==> config.mk <==
export PLATFORM = sky130hd
export DESIGN_NAME = vq6_loop_state
export DESIGN_NICKNAME = d
export VERILOG_FILES = /design/src/rtl/vq6_pkg.sv /design/src/rtl/vq6_rank_decode.sv /design/src/rtl/vq6_loop_state.sv
export SDC_FILE = /design/constraint.sdc
export NUM_CORES = 1
export LEC_CHECK = 0
export ABC_CLOCK_PERIOD_IN_PS = 5200
export CORE_UTILIZATION = 40
export CTS_CLUSTER_SIZE = 20
export DETAILED_ROUTE_END_ITERATION = 10
export PLACE_DENSITY = 0.74
export RECOVER_POWER = 25
export SYNTH_ARGS = -nofsm -noshare
export SYNTH_HDL_FRONTEND = slang
export SYNTH_SLANG_ARGS = --single-unit
==> constraint.sdc <==
create_clock -name clk -period 5.2 [get_ports clk]
set_input_delay 1.56 -clock clk [delete_from_list [all_inputs] [get_ports clk]]
set_output_delay 1.56 -clock clk [all_outputs]
set_load 0.005 [all_outputs]
==> src/rtl/vq6_pkg.sv <==
// vq6_pkg
// Shared definitions for the 6-element vector-quantizer loop-state block:
// element count, sorter address width, default accumulator width and
// midscale value, and the input-code clamp helper.
package vq6_pkg;

   localparam int NUM_EL        = 6;
   localparam int ADDR_W        = 3;
   localparam int STATE_W_DEF   = 8;
   localparam int RST_STATE_DEF = 128;

   // Codes 0..6 pass through; the only out-of-range 3-bit code (7) maps to 6.
   function automatic logic [ADDR_W-1:0] clamp_code(input logic [ADDR_W-1:0] code);
      return (code > 3'd6) ? 3'd6 : code;
   endfunction

endpackage

==> src/rtl/vq6_rank_decode.sv <==
// vq6_rank_decode
// Purely combinational rank-to-element decode. The sorter reports, for each
// rank k (5 = largest state, 0 = smallest), the address of the element that
// holds it. The top c ranks are selected and their addresses are turned into
// a one-bit-per-element enable.
// Ports:
//   c  in   clamped code, 0..6 (number of elements to enable)
//   b  in   sorter addresses, b[k] is the element address at rank k
//   e  out  per-element enable, bit i = element i selected
// Addresses 6 and 7 match no element, so they select nothing; duplicate
// addresses are used as given.
module vq6_rank_decode
   import vq6_pkg::*;
(
   input  logic [ADDR_W-1:0]             c,
   input  logic [NUM_EL-1:0][ADDR_W-1:0] b,
   output logic [NUM_EL-1:0]             e
);

   logic [NUM_EL-1:0] rank_sel;

   genvar gi, gk;
   generate
      // Rank k is selected when k >= 6 - c, rewritten as k + c >= 6 to stay unsigned.
      for (gk = 0; gk < NUM_EL; gk++) begin : g_rank
         assign rank_sel[gk] = ((4'(gk) + {1'b0, c}) >= 4'(NUM_EL));
      end

      for (gi = 0; gi < NUM_EL; gi++) begin : g_el
         logic [NUM_EL-1:0] hit;
         for (gk = 0; gk < NUM_EL; gk++) begin : g_hit
            assign hit[gk] = rank_sel[gk] && (b[gk] == ADDR_W'(gi));
         end
         assign e[gi] = |hit;
      end
   endgenerate

endmodule

==> src/rtl/vq6_loop_state.sv <==
// vq6_loop_state
// Loop-filter state and element selection for the 6-element VQ mismatch
// shaper. Six accumulators feed an external sorter; the sorter's address
// vector comes back, the top c ranks are enabled, and each accumulator moves
// by c - 6*e_i per valid sample (total state is conserved).
// Ports:
//   clk, rst_n     clock, asynchronous active-low reset
//   in_valid       a sample is present this cycle
//   in_code        elements to enable, 0..6 (7 treated as 6)
//   b5..b0         sorter addresses, b5 = largest state, b0 = smallest
//   st5..st0       accumulator states, wired straight to the sorter inputs
//   sel            registered element enable, bit i drives unit element i
//   out_valid      sel was loaded from a valid sample on the last edge
//   ovf            sticky saturation flag (only with VQ6_SAT_EN)
// Build option: define VQ6_SAT_EN to saturate the accumulators to
// [0, 2^STATE_W-1] and add the ovf port; otherwise updates wrap.
module vq6_loop_state
   import vq6_pkg::*;
#(
   parameter int STATE_W   = STATE_W_DEF,
   parameter int RST_STATE = RST_STATE_DEF
)(
   input  logic               clk,
   input  logic               rst_n,
   input  logic               in_valid,
   input  logic [2:0]         in_code,
   input  logic [2:0]         b5,
   input  logic [2:0]         b4,
   input  logic [2:0]         b3,
   input  logic [2:0]         b2,
   input  logic [2:0]         b1,
   input  logic [2:0]         b0,
   output logic [STATE_W-1:0] st5,
   output logic [STATE_W-1:0] st4,
   output logic [STATE_W-1:0] st3,
   output logic [STATE_W-1:0] st2,
   output logic [STATE_W-1:0] st1,
   output logic [STATE_W-1:0] st0,
   output logic [5:0]         sel,
   output logic               out_valid
`ifdef VQ6_SAT_EN
   ,
   output logic               ovf
`endif
);

   localparam logic [STATE_W-1:0] RST_VAL = STATE_W'(RST_STATE);

   logic [ADDR_W-1:0]             c;
   logic [NUM_EL-1:0][ADDR_W-1:0] b_vec;
   logic [NUM_EL-1:0]             e;
   logic [STATE_W-1:0]            st_all [NUM_EL];

   assign c     = clamp_code(in_code);
   assign b_vec = {b5, b4, b3, b2, b1, b0};

   vq6_rank_decode u_rank_decode (
      .c (c),
      .b (b_vec),
      .e (e)
   );

`ifdef VQ6_SAT_EN
   localparam int W3 = STATE_W + 3;
   logic [NUM_EL-1:0] clip;
`endif

   genvar gi;
   generate
      for (gi = 0; gi < NUM_EL; gi++) begin : g_el
         logic [STATE_W-1:0] st_reg;
         logic [STATE_W-1:0] st_next;

`ifdef VQ6_SAT_EN
         // Signed headroom: the update spans -6..+6 around an unsigned state.
         logic signed [W3-1:0] sum;
         assign sum = $signed(W3'(st_reg)) + $signed(W3'(c))
                    - (e[gi] ? $signed(W3'(6)) : $signed(W3'(0)));

         always_comb begin
            st_next  = sum[STATE_W-1:0];
            clip[gi] = 1'b0;
            if (sum < 0) begin
               st_next  = '0;
               clip[gi] = 1'b1;
            end else if (sum > $signed(W3'({STATE_W{1'b1}}))) begin
               st_next  = '1;
               clip[gi] = 1'b1;
            end
         end
`else
         // Modulo 2^STATE_W: the low bits of the wide signed sum equal this.
         assign st_next = st_reg + STATE_W'(c) - (e[gi] ? STATE_W'(6) : '0);
`endif

         always_ff @(posedge clk or negedge rst_n) begin
            if (!rst_n) begin
               st_reg <= RST_VAL;
            end else if (in_valid) begin
               st_reg <= st_next;
            end
         end

         assign st_all[gi] = st_reg;
      end
   endgenerate

   assign st5 = st_all[5];
   assign st4 = st_all[4];
   assign st3 = st_all[3];
   assign st2 = st_all[2];
   assign st1 = st_all[1];
   assign st0 = st_all[0];

   always_ff @(posedge clk or negedge rst_n) begin
      if (!rst_n) begin
         sel       <= '0;
         out_valid <= 1'b0;
      end else begin
         out_valid <= in_valid;
         if (in_valid) begin
            sel <= e;
         end
      end
   end

`ifdef VQ6_SAT_EN
   always_ff @(posedge clk or negedge rst_n) begin
      if (!rst_n) begin
         ovf <= 1'b0;
      end else if (in_valid && (|clip)) begin
         ovf <= 1'b1;
      end
   end
`endif

endmodule
-- Yosys cells after proc, flatten, opt, wreduce, memory -nomap -nowiden
Index checks and enable logic that the tools add are counted.
- flip-flop bits (word level): 55
- bits of input ports: 24
- output and inout port bits: 55
- logic and storage cells: 117
- add/sub/neg operators: 17
- magnitude comparators: 7
- equal/unequal tests: 30
- multiplexer cells: 7
- reduce and logical (&&, ||, !) cells: 48
- operators with widths (kind ; number):
    adder 8 x 3 -> 8 bit ; 6
    subtractor 8 x 3 -> 8 bit ; 6
    equality test 3 x 2 -> 1 bit (second input constant) ; 12
    equality test 3 bit (second input constant) ; 12
    logical AND 1 bit ; 36
    OR reduction 6 bit ; 6
    two-way mux 3 bit ; 7
    >= comparator 4 x 3 -> 1 bit (second input constant) ; 5
    equality test 3 x 1 -> 1 bit (second input constant) ; 6
    logical NOT 3 bit ; 6
    adder 2 x 3 -> 4 bit (first input constant) ; 2
    adder 3 x 3 -> 4 bit (first input constant) ; 2
    adder 1 x 3 -> 4 bit (first input constant) ; 1
    >= comparator 3 bit (second input constant) ; 1
    > comparator 3 bit (second input constant) ; 1

-- Logic depth before layout (Yosys ltp)
Gate-level depths: netlist of the first run.
- depth after elaboration: 8
- mapped depth: 14
- gate-level depth less buffers: 13

-- Modules after synthesis
Synthesis of the first run repeated with hierarchy kept, for this count alone.
- cell total of the unflattened synthesis: 504
- area, all modules: 4645.7 µm²
- by module, submodules not included (module ; times used ; cells each ; area each (µm²) ; seq. area each (µm²)):
    vq6_loop_state ; 1 ; 430 ; 4146.5 ; 1383.8
    vq6_rank_decode ; 1 ; 74 ; 499.2 ; 0.0

-- Worst setup path after synthesis of the first run
Ideal clock, no wire load.
- kind: input to register
- start: in in_code[1]
- end: reg g_el[5].st_reg[6], in the netlist st5[6]
- setup time: 132 ps
- arrival time: 4127 ps
- required time: 5068 ps
- path slack: 941 ps
- cell stages on the path: 11
- buffers on the path: 1
- cells stage by stage: buf_6 > o21ai_0 > o21ai_0 > nor4_2 > fa_1 > ha_1 > nor2b_1 > o21ai_1 > a21boi_1 > o2111ai_1 > or3b_1
- cells in the longest elaborated chain, start to end: 8
- elaborated cells on any way between the ends: 23
- classes of those cells: add/sub (7); order compare (7); mux (2); reduce/logical (7)
- RTL lines (item ; line ; RTL):
    start, declared ; vq6_loop_state.sv:26 ; input logic [2:0] in_code,
    > comparator 3 bit ; vq6_pkg.sv:14 ; return (code > 3'd6) ? 3'd6 : code;
    two-way mux 3 bit (*) ; vq6_pkg.sv:14 ;
    adder 1 x 3 -> 4 bit (tied with other cells) ; vq6_rank_decode.sv:26 ; assign rank_sel[gk] = ((4'(gk) + {1'b0, c}) >= 4'(NUM_EL));
    >= comparator 4 x 3 -> 1 bit ; vq6_rank_decode.sv:26 ;
    logical AND 1 bit ; vq6_rank_decode.sv:32 ; assign hit[gk] = rank_sel[gk] && (b[gk] == ADDR_W'(gi));
    OR reduction 6 bit ; vq6_rank_decode.sv:34 ; assign e[gi] = |hit;
    two-way mux 3 bit ; vq6_loop_state.sv:93 ; assign st_next = st_reg + STATE_W'(c) - (e[gi] ? STATE_W'(6) : '0);
    subtractor 8 x 3 -> 8 bit (*) ; vq6_loop_state.sv:93 ;
    end signal, assigned ; vq6_loop_state.sv:100 ; st_reg <= st_next;
    end, declared ; vq6_loop_state.sv:71 ; logic [STATE_W-1:0] st_reg;
Mark *: on every way between the ends. The rest lies on a longest branch, timed or not.
A chain may end at the register's enable or synchronous reset.

-- Final worst setup path of the first run
Ends and elaborated chain as after synthesis.

==> results.json, run 1 <==
{
  "pre_cts_ws_ps": 186,
  "htreeDepth": 2,
  "p_switching_w": 0.00163,
  "place_inst": 694,
  "cts-resized-gates": 0,
  "endpoint": "st5[6]",
  "finalInstanceArea_sq_um": 5580,
  "core_sq_um": 10900,
  "leakagePower_nw": 2.48,
  "syn_nets": 564,
  "worstSetupPathType": "in -> reg",
  "setup_ws_ps": 488,
  "cp-end-kind": "register",
  "dieHeight_um": 108,
  "violations": "max-capacitance violations, max-slew violations",
  "synth-seq-area-share": 0.306,
  "top_layer_used": "met4",
  "fin_cells": 702,
  "worst_pin_slew_ps": 2100,
  "critPathLaunch": "in_code[1]",
  "drt-initial-drc-count": 160,
  "skew_ps": 6.22,
  "route.met3.wl_um": 499,
  "critPathMaxFanout": 14,
  "insertion_delay_ps": 300,
  "drt-total-wl_mm": 10.1,
  "netlist-cell-type-count": 54,
  "cts_made_buffers": 5,
  "synth_cells": 486,
  "synth_area_per_cell_sq_um": 9.30,
  "synth_edf_count": 0,
  "grt_usage": 0.181,
  "fmax_mhz": 212,
  "finalSetupTns_ps": 0,
  "switching_share": 0.418,
  "viasPerCell": 5.31,
  "outcome": "finished with violations",
  "synth_warnings": 0,
  "clockPowerShare": 0.092,
  "dr.pass1.iters": 4,
  "floorplan.initialDensity": 0.413,
  "grt_pass1_wl_mm": 16.8,
  "routabilityCongestion": 0.874,
  "cp_data_required_time_ps": 5380,
  "cts_tree": "yes",
  "post-route-min-period_ps": 4710,
  "root_buffer": "clkbuf_16",
  "cts_sinks": 55,
  "finalSetupViolCount": 0,
  "synthArstFlopShare": 1.00,
  "cp-start-kind": "primary input",
  "io_buffers": 78,
  "antenna_left": 0,
  "grt_overflow_total": 0,
  "n_fill_cell": 1020,
  "drive_gt1_frac": 0.0819,
  "wl_met1_mm": 4.82,
  "rows": 38,
  "first_global_vias": 3679,
  "ioPinCount": 79,
  "clk_pin_slew_worst_paths_ps": 70,
  "nets": 639,
  "combPwrFrac": 0.686,
  "ff2ff_path_depth": 7,
  "cts_setup_buffers": 0,
  "worst_r2r_startpoint": "st5[2]",
  "p_int_w": 0.00226,
  "hold_class": "reg -> reg",
  "seqCellArea_sq_um": 1380,
  "syn_area_sq_um": 4520,
  "multiInputGateArea_sq_um": 2810,
  "max-slew-margin-rel": -0.400,
  "slew_violations": 134,
  "avgRoutedWirePerCell_um": 14.4,
  "vdd_drop_max_mv": 0.273,
  "maxCapViolCount": 2,
  "cts.path.max_buffers": 2,
  "wl_met2_mm": 4.59,
  "reg2reg_slack_ps": 2800,
  "cp.arrival_ps": 4890,
  "hold_slack_ps": 525,
  "grt_setup_unrepaired": "false",
  "grt_start_max_net_pins": 97,
  "hold_viol_final": 0,
  "postCtsHoldBufs": 0,
  "die_w_um": 108,
  "antenna_cells": 0,
  "r2r-end": "st5[6]",
  "fin_crit_sh": 0.906,
  "drc": 0,
  "vias": 3730,
  "pwr_density_cell_nw_per_um2": 697,
  "place_area_sq_um": 5440,
  "area_delta_synth_final_pct": 23.4,
  "synth_ff_type": "dfrtp_1",
  "antenna_found_initial": 0,
  "ys_ff_latch": 55,
  "dieArea_sq_um": 11700,
  "seqPwrFrac": 0.222,
  "dp_hpwl_mm": 7.76
}
## sequential cells by signal, summed over array words and instances (netlist names)
signal,count
st0,8
st1,8
st2,8
st3,8
st4,8
st5,8
sel,6
out_valid,1
## cell families (layout without fill, tap and decap cells)
group | count (synthesis) | after routing | synth area share
adders and majority gates | 54 | 54 | 0.169
muxes | 35 | 35 | 0.0808
xor gates and xnor gates | 30 | 30 | 0.0581
DFF | 55 | 55 | 0.306
buffers and inverters | 80 | 156 | 0.0717
AOI/OAI and AO/OA | 99 | 99 | 0.151
and+or+nand+nor | 133 | 133 | 0.163
## per-stage QoR
| stage | utilization | power [W] |
|---|---|---|
| after floorplan | - | 0.00273 |
| after global placement | 0.497 | 0.00344 |
| after detailed placement | 0.497 | 0.00354 |
| after CTS | 0.511 | 0.00392 |
| after global routing | 0.510 | 0.00429 |
| final | 0.510 | 0.00389 |
## per-layer routing
| metal | up-vias | GRT usage |
|---|---|---|
| met4 | 0 | 0.0618 |
| li1 | 1848 | - |
| met2 | 92 | 0.292 |
| met3 | 16 | 0.0362 |
| met1 | 1774 | 0.242 |
| met5 | - | 0 |
## cell type report
class                           instances  area share
Tap cell                              140      0.0314
Clock inverter                          1     0.00157
Sequential cell                        55       0.248
Clock buffer                            7      0.0256
Multi-Input combinational cell        351       0.504
Inverter                               66      0.0444
Timing Repair Buffer                   82       0.145
## placed cells by master, fill, tap and decap left out, drive strengths merged, types with 10 or more instances in the layout
cell type,synthesis,layout
xor2,12,12
inv,66,66
clkdlybuf4s50,0,76
dfrtp,49,49
mux2,12,12
fa,12,12
nand2,36,36
o21ai,23,23
xnor2,18,18
nor2,26,26
mux2i,23,23
ha,42,42
a21oi,31,31
nor3,12,12
nor4,12,12
clkbuf,5,10
## how the worst min path moves through the flow
stage | end | start | cells past startpoint
6_report | st3[7] | st3[7] | 1
3_3_place_gp | st0[7] | st0[7] | 1
5_1_grt | st4[7] | st4[7] | 1
2_1_floorplan | sel[0] | sel[0] | 2
4_1_cts | st3[7] | st3[7] | 1
3_5_place_dp | st3[7] | st3[7] | 1
## cells in the mapped netlist (2+ instances only)
cell | instances | area share
a21boi_0 | 5 | 0.0083
a21oi_1 | 30 | 0.033
a311oi_1 | 5 | 0.0097
a31oi_1 | 2 | 0.0028
a32o_1 | 2 | 0.0044
and3_1 | 4 | 0.0055
buf_2 | 7 | 0.0077
buf_6 | 2 | 0.0050
clkbuf_1 | 5 | 0.0042
dfrtp_1 | 49 | 0.27
dfstp_2 | 6 | 0.035
fa_1 | 12 | 0.053
ha_1 | 42 | 0.12
inv_1 | 66 | 0.055
mux2_2 | 12 | 0.030
mux2i_1 | 23 | 0.051
nand2_1 | 35 | 0.029
nand2b_1 | 5 | 0.0069
nand3_1 | 9 | 0.010
nand3b_1 | 7 | 0.012
nor2_1 | 24 | 0.020
nor2b_1 | 8 | 0.011
nor3_1 | 10 | 0.011
nor3_2 | 2 | 0.0044
nor4_1 | 9 | 0.012
nor4_2 | 2 | 0.0055
nor4b_1 | 2 | 0.0039
o2111ai_1 | 6 | 0.012
o211ai_1 | 6 | 0.010
o21a_1 | 6 | 0.010
o21ai_0 | 16 | 0.018
o21ai_1 | 7 | 0.0077
o32ai_1 | 2 | 0.0039
o41ai_1 | 2 | 0.0039
o41ai_2 | 4 | 0.014
or3_1 | 5 | 0.0069
or3b_1 | 2 | 0.0039
xnor2_1 | 18 | 0.035
xor2_1 | 12 | 0.023
## power by group through the flow
| stage | sequential (W) | clock, W | combinational, W |
|---|---|---|---|
| after CTS | 0.000868 | 0.000369 | 0.00268 |
| after detailed placement | 0.000874 | 0 | 0.00267 |
| after global routing | 0.000898 | 0.000382 | 0.00301 |
| final | 0.000864 | 0.000357 | 0.00267 |
| after floorplan | 0.000845 | 0 | 0.00188 |
| after global placement | 0.000866 | 0 | 0.00257 |
## critical path, stage by stage
cell	delay, ps
clkdlybuf4s50_1	450
buf_12	180
a21oi_2	190
nand2b_1	170
nor3b_1	70
nor4_2	430
fa_1	500
ha_1	360
nor2b_1	160
o21ai_1	150
a21boi_1	100
o2111ai_1	170
or3b_1	390
Power figures use the tool's default switching activity.
==> inputs of run 2 (changes only) <==
--- a/config.mk
+++ b/config.mk
@@ -9,6 +9,7 @@
 export CORE_UTILIZATION = 40
 export CTS_CLUSTER_SIZE = 20
 export DETAILED_ROUTE_END_ITERATION = 10
+export HOLD_SLACK_MARGIN = 0.1
 export PLACE_DENSITY = 0.74
 export RECOVER_POWER = 25
 export SYNTH_ARGS = -nofsm -noshare
==> results of run 2 <==
No change in the layout: final DEF, timing and power equal those of run 1.
==> inputs of run 3 (changes only) <==
--- a/config.mk
+++ b/config.mk
@@ -7,6 +7,7 @@
 export LEC_CHECK = 0
 export ABC_CLOCK_PERIOD_IN_PS = 5200
 export CORE_UTILIZATION = 40
+export CTS_CLUSTER_DIAMETER = 200
 export CTS_CLUSTER_SIZE = 20
 export DETAILED_ROUTE_END_ITERATION = 10
 export HOLD_SLACK_MARGIN = 0.1
==> results of run 3 <==
No change in the layout: final DEF, timing and power equal those of run 1.
